$ cat src/rtl/ctrl_pkg.sv
// Shared types for the ALU instruction sequencer: opcodes, branch conditions,
// instruction field positions, FSM states and the ALU function/select codes.
package ctrl_pkg;

  typedef enum logic [2:0] {
    OP_NOP   = 3'b000,
    OP_ALU_R = 3'b001,
    OP_ALU_I = 3'b010,
    OP_IN    = 3'b011,
    OP_BR    = 3'b100,
    OP_HALT  = 3'b101,
    OP_ILL6  = 3'b110,
    OP_ILL7  = 3'b111
  } op_t;

  typedef enum logic [2:0] {
    CND_ALWAYS = 3'b000,
    CND_Z      = 3'b001,
    CND_NZ     = 3'b010,
    CND_C      = 3'b011,
    CND_N      = 3'b100,
    CND_V      = 3'b101,
    CND_NEVER6 = 3'b110,
    CND_NEVER7 = 3'b111
  } cond_t;

  typedef enum logic [1:0] {
    ST_FETCH = 2'd0,
    ST_EXEC  = 2'd1,
    ST_WB    = 2'd2,
    ST_HALT  = 2'd3
  } state_t;

  // Instruction field map (fixed 20-bit encoding)
  localparam int OP_HI  = 19;
  localparam int OP_LO  = 17;
  localparam int FN_HI  = 16;
  localparam int FN_LO  = 14;
  localparam int RD_HI  = 13;
  localparam int RD_LO  = 11;
  localparam int RS_HI  = 10;
  localparam int RS_LO  = 8;
  localparam int IMM_HI = 7;
  localparam int IMM_LO = 0;

  // Bit positions inside {V,N,Z,C}
  localparam int FLG_V = 3;
  localparam int FLG_N = 2;
  localparam int FLG_Z = 1;
  localparam int FLG_C = 0;

  // ALU function codes; RA is zero so a reset IR (NOP) drives an all-zero control word
  localparam logic [2:0] RA   = 3'd0;
  localparam logic [2:0] RB   = 3'd1;
  localparam logic [2:0] RADD = 3'd2;
  localparam logic [2:0] RSUB = 3'd3;
  localparam logic [2:0] RAND = 3'd4;
  localparam logic [2:0] ROR  = 3'd5;
  localparam logic [2:0] RXOR = 3'd6;
  localparam logic [2:0] RNOT = 3'd7;

  // ALU operand sources
  localparam logic [1:0] SEL_REG    = 2'd0;
  localparam logic [1:0] SEL_SW_7_0 = 2'd1;
  localparam logic [1:0] SEL_SW_8   = 2'd2;
  localparam logic [1:0] SEL_IMM    = 2'd3;

  function automatic logic cond_met(input logic [2:0] cond, input logic [3:0] flags);
    logic r;
    case (cond_t'(cond))
      CND_ALWAYS: r = 1'b1;
      CND_Z:      r = flags[FLG_Z];
      CND_NZ:     r = ~flags[FLG_Z];
      CND_C:      r = flags[FLG_C];
      CND_N:      r = flags[FLG_N];
      CND_V:      r = flags[FLG_V];
      default:    r = 1'b0;
    endcase
    return r;
  endfunction

endpackage

$ cat src/rtl/ctrl_sequencer_decode.sv
// Purely combinational instruction decode: IR -> ALU control word plus the
// per-instruction side-effect flags the sequencer needs in WB.
module ctrl_decode
  import ctrl_pkg::*;
(
  input  logic [19:0] i_ir,
  output logic [2:0]  o_alu_func,
  output logic [1:0]  o_a_sel,
  output logic [1:0]  o_b_sel,
  output logic [7:0]  o_imm,
  output logic [2:0]  o_rd,
  output logic [2:0]  o_rs,
  output logic [2:0]  o_cond,
  output logic        o_writes,
  output logic        o_sets_flags,
  output logic        o_is_br,
  output logic        o_is_halt,
  output logic        o_is_illegal
);

  logic [2:0] w_op;
  logic [2:0] w_fn;

  assign w_op   = i_ir[OP_HI:OP_LO];
  assign w_fn   = i_ir[FN_HI:FN_LO];
  assign o_rd   = i_ir[RD_HI:RD_LO];
  assign o_rs   = i_ir[RS_HI:RS_LO];
  assign o_imm  = i_ir[IMM_HI:IMM_LO];
  assign o_cond = w_fn;

  always_comb begin
    o_alu_func   = RA;
    o_a_sel      = SEL_REG;
    o_b_sel      = SEL_REG;
    o_writes     = 1'b0;
    o_sets_flags = 1'b0;
    o_is_br      = 1'b0;
    o_is_halt    = 1'b0;
    o_is_illegal = 1'b0;
    case (op_t'(w_op))
      OP_ALU_R: begin
        o_alu_func   = w_fn;
        o_writes     = 1'b1;
        o_sets_flags = 1'b1;
      end
      OP_ALU_I: begin
        o_alu_func   = w_fn;
        o_b_sel      = SEL_IMM;
        o_writes     = 1'b1;
        o_sets_flags = 1'b1;
      end
      OP_IN: begin
        // Switch read passes through the ALU as "result = A"
        o_a_sel  = i_ir[IMM_LO] ? SEL_SW_8 : SEL_SW_7_0;
        o_writes = 1'b1;
      end
      OP_BR:   o_is_br = 1'b1;
      OP_HALT: o_is_halt = 1'b1;
      OP_ILL6, OP_ILL7: o_is_illegal = 1'b1;
      default: ;
    endcase
  end

endmodule

$ cat src/rtl/ctrl_sequencer.sv
// Three-cycle FETCH/EXEC/WB sequencer driving the ALU control interface from a
// synchronous program ROM; owns pc, IR, latched flags and branch resolution.
module ctrl_sequencer
  import ctrl_pkg::*;
#(
  parameter int n  = 8,
  parameter int PW = 8,
  parameter int IW = 20
) (
  input  logic          i_clock,
  input  logic          i_reset,
  input  logic          i_run,
  input  logic [IW-1:0] i_instr,
  input  logic [3:0]    i_alu_flags,
  output logic [PW-1:0] o_pc,
  output logic [2:0]    o_alu_func,
  output logic [1:0]    o_a_sel,
  output logic [1:0]    o_b_sel,
  output logic [7:0]    o_immidiate,
  output logic [2:0]    o_rd_addr,
  output logic [2:0]    o_rs_addr,
  output logic          o_reg_we,
  output logic [3:0]    o_flags_q,
  output logic          o_halted,
  output logic          o_illegal
);

  if (IW != 20 || PW > 8 || PW < 1 || n < 8) begin : g_bad_cfg
    $error("ctrl_sequencer: field map requires IW=20, 1<=PW<=8, n>=8");
  end

  state_t        r_state;
  logic [PW-1:0] r_pc;
  logic [19:0]   r_ir;
  logic [3:0]    r_flags;
  logic          r_halted;
  logic          r_illegal;

  logic [2:0]    w_cond;
  logic [7:0]    w_imm;
  logic          w_writes;
  logic          w_sets_flags;
  logic          w_is_br;
  logic          w_is_halt;
  logic          w_is_illegal;
  logic          w_taken;
  logic [PW-1:0] w_target;

  ctrl_decode u_decode (
    .i_ir         (r_ir),
    .o_alu_func   (o_alu_func),
    .o_a_sel      (o_a_sel),
    .o_b_sel      (o_b_sel),
    .o_imm        (w_imm),
    .o_rd         (o_rd_addr),
    .o_rs         (o_rs_addr),
    .o_cond       (w_cond),
    .o_writes     (w_writes),
    .o_sets_flags (w_sets_flags),
    .o_is_br      (w_is_br),
    .o_is_halt    (w_is_halt),
    .o_is_illegal (w_is_illegal)
  );

  assign w_taken  = w_is_br && cond_met(w_cond, r_flags);
  assign w_target = PW'(w_imm);

  always_ff @(posedge i_clock) begin
    if (i_reset) begin
      r_state   <= ST_FETCH;
      r_pc      <= '0;
      r_ir      <= '0;
      r_flags   <= '0;
      r_halted  <= 1'b0;
      r_illegal <= 1'b0;
    end else begin
      case (r_state)
        ST_FETCH: if (i_run) r_state <= ST_EXEC;
        ST_EXEC: begin
          r_ir    <= i_instr[19:0];
          r_state <= ST_WB;
        end
        ST_WB: begin
          if (w_sets_flags) r_flags <= i_alu_flags;
          if (w_is_illegal) r_illegal <= 1'b1;
          if (w_is_halt) begin
            r_state  <= ST_HALT;
            r_halted <= 1'b1;
          end else begin
            r_pc    <= w_taken ? w_target : r_pc + PW'(1);
            r_state <= ST_FETCH;
          end
        end
        default: r_state <= ST_HALT;
      endcase
    end
  end

  // Reset wins over a coincident WB so the register file never sees that write
  assign o_reg_we    = (r_state == ST_WB) && w_writes && !i_reset;
  assign o_immidiate = w_imm;
  assign o_pc        = r_pc;
  assign o_flags_q   = r_flags;
  assign o_halted    = r_halted;
  assign o_illegal   = r_illegal;

endmodule
$ cat config.mk
export PLATFORM = sky130hd
export DESIGN_NAME = ctrl_sequencer
export DESIGN_NICKNAME = d
export VERILOG_FILES = /design/src/rtl/ctrl_pkg.sv /design/src/rtl/ctrl_sequencer_decode.sv /design/src/rtl/ctrl_sequencer.sv
export SDC_FILE = /design/constraint.sdc
export NUM_CORES = 1
export LEC_CHECK = 0
export CAP_MARGIN = 20
export CORE_ASPECT_RATIO = 1.2
export CORE_MARGIN = 5
export CORE_UTILIZATION = 35
export DETAILED_ROUTE_END_ITERATION = 7
export GPL_TIMING_DRIVEN = 0
export PLACE_DENSITY = 0.67
export SLEW_MARGIN = 5
export SYNTH_ARGS = -nofsm -noshare
export SYNTH_HDL_FRONTEND = slang
export SYNTH_SLANG_ARGS = --single-unit
$ cat constraint.sdc
create_clock -name i_clock -period 1.7 [get_ports i_clock]
set_input_delay 0.51 -clock i_clock [delete_from_list [all_inputs] [get_ports i_clock]]
set_output_delay 0.51 -clock i_clock [all_outputs]
set_load 0.05 [all_outputs]
==> results of run 1 <==
-- worst max path at each step --
stage | to | slack, ns | cells past startpoint
global route | o_a_sel[0] | -0.21 | 4
floorplan | o_reg_we | -0.09 | 2
global placement | o_reg_we | -1.04 | 4
CTS | o_a_sel[0] | -0.18 | 4
finish | o_reg_we | -0.15 | 4
detailed placement | o_reg_we | -1.04 | 4
-- stage by stage --
step | power [uW] | setup WS (ns) | cells
after detailed placement | 1310 | -1.04 | 337
after global placement | 1300 | -1.04 | 337
after floorplan | 1160 | -0.0931 | 215
final | 1950 | -0.148 | 352
after global routing | 2040 | -0.211 | 352
after CTS | 1950 | -0.183 | 348
-- routing by layer --
metal / GRT usage (%) / wire length (microns) / vias up
met5: 0 / 0 / -
met4: 5.02 / 63 / 0
met3: 5.08 / 285 / 7
met2: 26.5 / 2470 / 38
met1: 19.5 / 2080 / 791
li1: - / - / 872
-- cells by family (layout without fill, tap and decap cells) --
group                      after synthesis  count (layout)  share of synthesized area [%]
AOI/OAI and AO/OA                       43              43                           15.7
and+or+nand+nor                         96              96                           26.7
adders and majority gates                1               1                          0.722
muxes                                    9               9                           5.20
xor gates and xnor gates                 1               1                          0.506
buffers and inverters                   29             106                           9.61
DFF                                     36              36                           41.6
-- synthesized netlist by cell type (2+ instances only) --
cell and instances:
and2_1 5, dfxtp_1 36, and3_1 2, nand2b_1 4
nand2_1 44, o21ai_0 5, nand3_1 6, nor3b_1 2
a21oi_1 25, buf_4 15, a31oi_1 4, nor3_1 3
nand3b_1 2, nor2_1 15, nor2b_1 4, o32ai_1 2
mux2i_1 9, clkbuf_1 8, inv_1 3, buf_1 2
or3_1 2
-- layout make-up --
type	instances	area, sq um	area share, %
multi-input combinational	150	963	34.8
sequential	36	742	26.8
timing repair buffer	71	716	25.8
buffer	24	171	6.19
clock buffer	8	90.1	3.25
tap	60	75.1	2.71
inverter	3	11.3	0.407
-- worst max-delay path, stage by stage --
cell and delay [ns]:
clkdlybuf4s15_1 0.20, clkbuf_8 0.15, nor4_4 0.28, buf_6 0.20
-- power groups by stage --
stage	Sequential, uW	Clock (uW)	Combinational (uW)
6_report	913	633	407
5_1_grt	918	684	438
4_1_cts	912	643	393
3_5_place_dp	927	0	380
3_3_place_gp	926	0	376
2_1_floorplan	935	0	223
-- sequential cells by signal, indices dropped and copies added, names as in the netlist --
name	count
r_ir	20
o_pc	8
o_flags_q	4
r_state	2
o_halted	1
o_illegal	1
-- timing repair --
item / CTS / global route
resized for setup: 153 / 26
setup buffers: 4 / 5
endpoints found under the setup margin: 38 / 25
pin swaps: 5 / 6
hold buffers: 0 / 0
==> out/metrics.csv, run 1 <==
stage,metric,value,unit
pwr,internal_power,1390,uW
die,die_w,74.2,microns
grt,grt_pass1_vias,1683,
pwr,irDropWorstVdd,0.000498,V
logic_synthesis,ys_warn_count,0,
sta,max_freq,0.541,GHz
min_path,min_delay_path_depth,2,
status,failed_checks,setup timing,
die,die_height,87.1,microns
logic_synthesis,distinct_cells_synth,38,
status,status,finished with violations,
setup_path,critical_path_arrival,1.34,ns
sta,finClkSkew,0.00660,ns
min_path,worstHoldPathType,reg -> reg,
sta,postLayoutSetupSlackWorst,-0.148,ns
placement,routabilityCongestion,0.796,
logic_synthesis,netlist.area_leader.share,41.6,%
clocking,clock_sinks,36,
setup_path,required,1.19,ns
die,design.portCount,63,
pwr,power.share.clock,32.4,%
pwr,power-per-cell-area,705,nW/um^2
pwr,static-leakage-power,0.00106,uW
clocking,clock_tree.root_cell,clkbuf_8,
logic_synthesis,number_of_flip_flops_and_latches_in_the_synthesized_netlist,36,
setup_path,timing.reg2reg.setup_slack,0.07,ns
finish,post-route-util,56.9,%
sta,setup_viol,6,
placement,dpl_cell_area,2500,sq um
finish,fraction_of_layout_cells_with_a_size_suffix_above_1,30.8,%
grt,initial_antenna_violation_count,0,
sta,finalMaxSlewViolations,0,
route,drc,0,
setup_path,peak_fanout_along_the_critical_path,2,
setup_path,critPathKind,in -> out,
logic_synthesis,yosysSeqAreaShare,41.6,%
grt,grt_pass1_wl,7970,microns
sta,worst_margin_slew,0.547,ns
setup_path,ff2ff_path_depth,5,
die,core_area,4870,sq um
clocking,tritoncts,yes,
finish,num-nets-final,319,
logic_synthesis,synthesis.nets,243,
die,dieArea,6460,sq um
setup_path,launch_point_of_the_critical_path,i_reset,
die,starting_utilization_of_the_core_area,35.6,%
die,core.rowCount,28,
logic_synthesis,syn-instance-count,215,
finish,layout.cell_area.non_filler,2770,sq um
logic_synthesis,mappedNetlistArea,1730,sq um
setup_path,worstSetupStartpointType,primary input,
grt,grt_usage,16.0,%
grt,grt_start_max_net_pins,11,
finish,area_growth_syn_to_layout,59.9,%
clocking,clock_path_buffers,2,
finish,num_antenna_cells,0,
pwr,combPwrFrac,20.8,%
route,wl,4900,microns
min_path,hold_path_end,r_ir[13]$_SDFFE_PP0N_,
job,drv.max_cap_violation_count,0,
logic_synthesis,async_reset_ff_share,0,%
route,drt_first_pass_iters,4,
finish,final_common_cell,nand2_1,
placement,dp_hpwl,3400,microns
logic_synthesis,synth-main-ff-cell,dfxtp_1,
pwr,sequentialPowerShare,46.8,%
logic_synthesis,postSynthAreaPerCell,8.05,sq um
clocking,clock_insertion_delay_worst_skew,0.29,ns
finish,layout.cells.most_common_list,"nand2_1 (44), a21oi_1 (25), clkdlybuf4s50_1 (25), dfxtp_1 (25), buf_4 (20)",
sta,layout_worst_path_cycle_share,109,%
clocking,clock_tree.htree_level_count,2,
finish,final.fill_count,465,
clocking,numCtsBuffers,5,
grt,globalRouteOverflowTotal,0,
logic_synthesis,synth_area_leaders,"dfxtp_1 (42%), nand2_1 (9.5%), a21oi_1 (7.2%)",
clocking,clk_pin_slew_worst_paths,0.07,ns
route,drtIter0Drc,59,
setup_path,r2r-end,o_pc[0]$_SDFFE_PP0P_,
pwr,switch_pwr,558,uW
sta,hold_violations,0,
route,antenna_left,0,
sta,worst_hold_slack,0.458,ns
route,detail_route.wl_per_cell,13.9,microns
setup_path,worst_r2r_startpoint,o_flags_q[2]$_SDFFE_PP0P_,
sta,normalized_max_slew_margin,63.5,%
min_path,min_from,r_ir[13]$_SDFFE_PP0N_,
logic_synthesis,synth_edf_count,0,
route,viasPerCell,4.85,
pwr,p_sw_share,28.6,%
sta,final.setup.tns,-0.659,ns
sta,rsz0062_at_grt,true,
placement,io_buffer_count,62,
setup_path,critPathCaptureType,output pin,
route,via_count,1708,
logic_synthesis,synth_largest_area_cell,dfxtp_1,
sta,final.min_clock_period,1.85,ns
No activity file was read; power rests on OpenSTA's default activity.
==> inputs of run 2 (changes only) <==
--- a/config.mk
+++ b/config.mk
@@ -11,6 +11,7 @@
 export CORE_UTILIZATION = 35
 export DETAILED_ROUTE_END_ITERATION = 7
 export GPL_TIMING_DRIVEN = 0
+export HOLD_SLACK_MARGIN = 0.06
 export PLACE_DENSITY = 0.67
 export SLEW_MARGIN = 5
 export SYNTH_ARGS = -nofsm -noshare
==> results of run 2 <==
The final DEF is identical to that of run 1; final timing and power are the same.
==> inputs of run 3 (changes only) <==
--- a/config.mk
+++ b/config.mk
@@ -5,6 +5,7 @@
 export SDC_FILE = /design/constraint.sdc
 export NUM_CORES = 1
 export LEC_CHECK = 0
+export ABC_AREA = 1
 export CAP_MARGIN = 20
 export CORE_ASPECT_RATIO = 1.2
 export CORE_MARGIN = 5
@@ -13,7 +14,7 @@
 export GPL_TIMING_DRIVEN = 0
 export HOLD_SLACK_MARGIN = 0.06
 export PLACE_DENSITY = 0.67
-export SLEW_MARGIN = 5
+export SLEW_MARGIN = 10
 export SYNTH_ARGS = -nofsm -noshare
 export SYNTH_HDL_FRONTEND = slang
 export SYNTH_SLANG_ARGS = --single-unit
==> out/metrics.csv, run 3 <==
stage,metric,value,unit
status,status,finished with violations,
status,failed_checks,setup timing,
clocking,clock_tree.root_cell,clkbuf_8,
clocking,clock_tree.htree_level_count,2,
route,drt_first_pass_iters,4,
setup_path,required,1.19,ns
finish,post-route-util,56.6,%
finish,largest_reg_flops,20,
grt,grt_pass1_wl,7520,microns
pwr,switch_pwr,747,uW
setup_path,ff2ff_path_depth,7,
sta,worst_margin_slew,0.505,ns
finish,num-nets-final,347,
grt,initial_antenna_violation_count,0,
logic_synthesis,number_of_flip_flops_and_latches_in_the_synthesized_netlist,36,
grt,globalRouteOverflowTotal,0,
die,die_w,75.2,microns
finish,final_common_cell,nand2_1,
route,antenna_left,0,
min_path,hold_path_end,o_halted$_SDFFE_PP0P_,
finish,fraction_of_layout_cells_with_a_size_suffix_above_1,34.7,%
finish,layout.cell_area.non_filler,2800,sq um
sta,max_freq,0.554,GHz
logic_synthesis,postSynthAreaPerCell,7.48,sq um
clocking,clock_insertion_delay_worst_skew,0.29,ns
clocking,numCtsBuffers,5,
die,design.portCount,63,
pwr,combPwrFrac,26.6,%
min_path,min_delay_path_depth,2,
clocking,clock_path_buffers,2,
logic_synthesis,ys_warn_count,0,
pwr,p_sw_share,31.9,%
logic_synthesis,distinct_cells_synth,29,
setup_path,worst_r2r_startpoint,r_ir[18]$_SDFFE_PP0N_,
logic_synthesis,mappedNetlistArea,1790,sq um
route,viasPerCell,4.64,
logic_synthesis,syn-instance-count,239,
logic_synthesis,yosysSeqAreaShare,40.3,%
placement,dpl_cell_area,2520,sq um
pwr,power.share.clock,33.2,%
min_path,worstHoldPathType,reg -> reg,
route,detail_route.wl_per_cell,12.4,microns
sta,rsz0062_at_grt,true,
grt,grt_pass1_vias,1666,
clocking,clk_pin_slew_worst_paths,0.08,ns
job,drv.max_cap_violation_count,0,
sta,setup_viol,4,
logic_synthesis,synth_area_leaders,"dfxtp_1 (40%), nand2_1 (6.9%), nor2_1 (6.9%)",
route,drtIter0Drc,43,
die,dieArea,6640,sq um
sta,finalMaxSlewViolations,0,
logic_synthesis,async_reset_ff_share,0,%
finish,register_area,734,sq um
logic_synthesis,synthesis.nets,267,
finish,layout.cells.most_common_list,"nand2_1 (32), dfxtp_1 (31), nor2_1 (28)",
logic_synthesis,top_cell_types_by_occurrence_after_synthesis,"dfxtp_1 (36), nand2_1 (33), nor2_1 (33)",
finish,multi_input_comb_area,888,sq um
finish,area_growth_syn_to_layout,56.4,%
min_path,min_from,o_halted$_SDFFE_PP0P_,
setup_path,peak_fanout_along_the_critical_path,4,
finish,regMostFlops,r_ir,
logic_synthesis,synth_edf_count,0,
logic_synthesis,synth_largest_area_cell,dfxtp_1,
die,starting_utilization_of_the_core_area,36.2,%
setup_path,r2r-end,o_pc[0]$_SDFFE_PP0P_,
placement,dp_hpwl,3440,microns
setup_path,critPathCaptureType,output pin,
setup_path,timing.reg2reg.setup_slack,0.19,ns
grt,grt_usage,14.7,%
setup_path,worstSetupStartpointType,flop,
finish,final.fill_count,473,
logic_synthesis,synth-main-ff-cell,dfxtp_1,
sta,finClkSkew,0.00590,ns
sta,postLayoutSetupSlackWorst,-0.105,ns
clocking,clock_sinks,36,
die,core_area,4940,sq um
route,drc,0,
setup_path,critical_path_arrival,1.30,ns
grt,grt_start_max_net_pins,14,
route,wl,4710,microns
pwr,irDropWorstVdd,0.000453,V
pwr,internal_power,1590,uW
logic_synthesis,synth.most_common_cell,dfxtp_1,
sta,hold_violations,0,
pwr,power-per-cell-area,836,nW/um^2
placement,routabilityCongestion,0.852,
pwr,sequentialPowerShare,40.2,%
setup_path,critPathKind,reg -> out,
sta,final.min_clock_period,1.81,ns
die,die_height,88.3,microns
route,via_count,1764,
pwr,static-leakage-power,0.00117,uW
die,core.rowCount,28,
sta,worst_hold_slack,0.474,ns
sta,layout_worst_path_cycle_share,106,%
clocking,tritoncts,yes,
finish,num_antenna_cells,0,
placement,place.detailed.instances,361,
logic_synthesis,netlist.area_leader.share,40.3,%
finish,fin_cells,380,
placement,io_buffer_count,62,
sta,normalized_max_slew_margin,66.5,%
## run 3: power by group through the flow
stage / sequential [uW] / combinational (uW) / clock, uW
2_1_floorplan: 972 / 368 / 0
3_3_place_gp: 955 / 576 / 0
3_5_place_dp: 956 / 579 / 0
4_1_cts: 935 / 601 / 785
5_1_grt: 946 / 669 / 835
6_report: 940 / 621 / 777
## run 3: critical path, cell delays in order, from the launching register on
cell      delay, ns
dfxtp_4        0.36
buf_6          0.12
o21ai_4        0.14
o21bai_4       0.18
nor2_2         0.05
buf_6          0.15
## run 3: what timing repair did
action | CTS | global route
pin swaps | 1 | 3
setup endpoints to repair | 36 | 16
hold buffers | 0 | 0
buffers inserted | 6 | 5
gates resized for setup | 137 | 30
endpoints found under the hold margin | 0 | 0
## run 3: final cells by class
type                    count  share of cell area [%]
multi-input cells         154                    31.8
flip-flops and latches     36                    26.3
repair buffers             73                    25.5
plain buffers              22                    5.77
inverters                  27                    3.89
well taps                  60                    2.69
clock buffers               5                    2.46
clock inverters             3                    1.66
## run 3: cell families after synthesis
| family | after synthesis | share of synthesized area [%] |
|---|---|---|
| AOI/OAI and AO/OA | 52 | 16.8 |
| xor gates and xnor gates | 4 | 1.96 |
| adders and majority gates | 1 | 0.700 |
| buffers and inverters | 49 | 13.9 |
| DFF | 36 | 40.3 |
| and+or+nand+nor | 97 | 26.3 |
## run 3: worst max-delay path by stage
stage / from / to / slack [ns] / cells after the start
floorplan: r_ir[17]$_SDFFE_PP0N_ / o_alu_func[0] / -0.09 / 3
global placement: i_reset / o_reg_we / -1.07 / 4
detailed placement: i_reset / o_reg_we / -1.06 / 4
CTS: r_ir[18]$_SDFFE_PP0N_ / o_alu_func[0] / -0.13 / 5
global route: r_ir[18]$_SDFFE_PP0N_ / o_alu_func[0] / -0.15 / 5
finish: r_ir[18]$_SDFFE_PP0N_ / o_alu_func[0] / -0.11 / 5
## run 3: metal layers
metal | GRT usage, % | routed length [microns] | vias to the layer above
met1 | 17.1 | 1960 | 803
met4 | 4.61 | 65 | 0
li1 | - | - | 915
met5 | 0 | 0 | -
met2 | 25.8 | 2380 | 41
met3 | 4.32 | 309 | 5
## run 3: metrics by stage
| stage | worst slack [ns] | TNS [ns] | total power [uW] |
|---|---|---|---|
| final | -0.105 | -0.360 | 2340 |
| after global routing | -0.153 | -0.587 | 2450 |
| after CTS | -0.128 | -0.509 | 2320 |
| after detailed placement | -1.06 | -8.36 | 1530 |
| after global placement | -1.07 | -8.37 | 1530 |
| after floorplan | -0.0853 | -0.407 | 1340 |
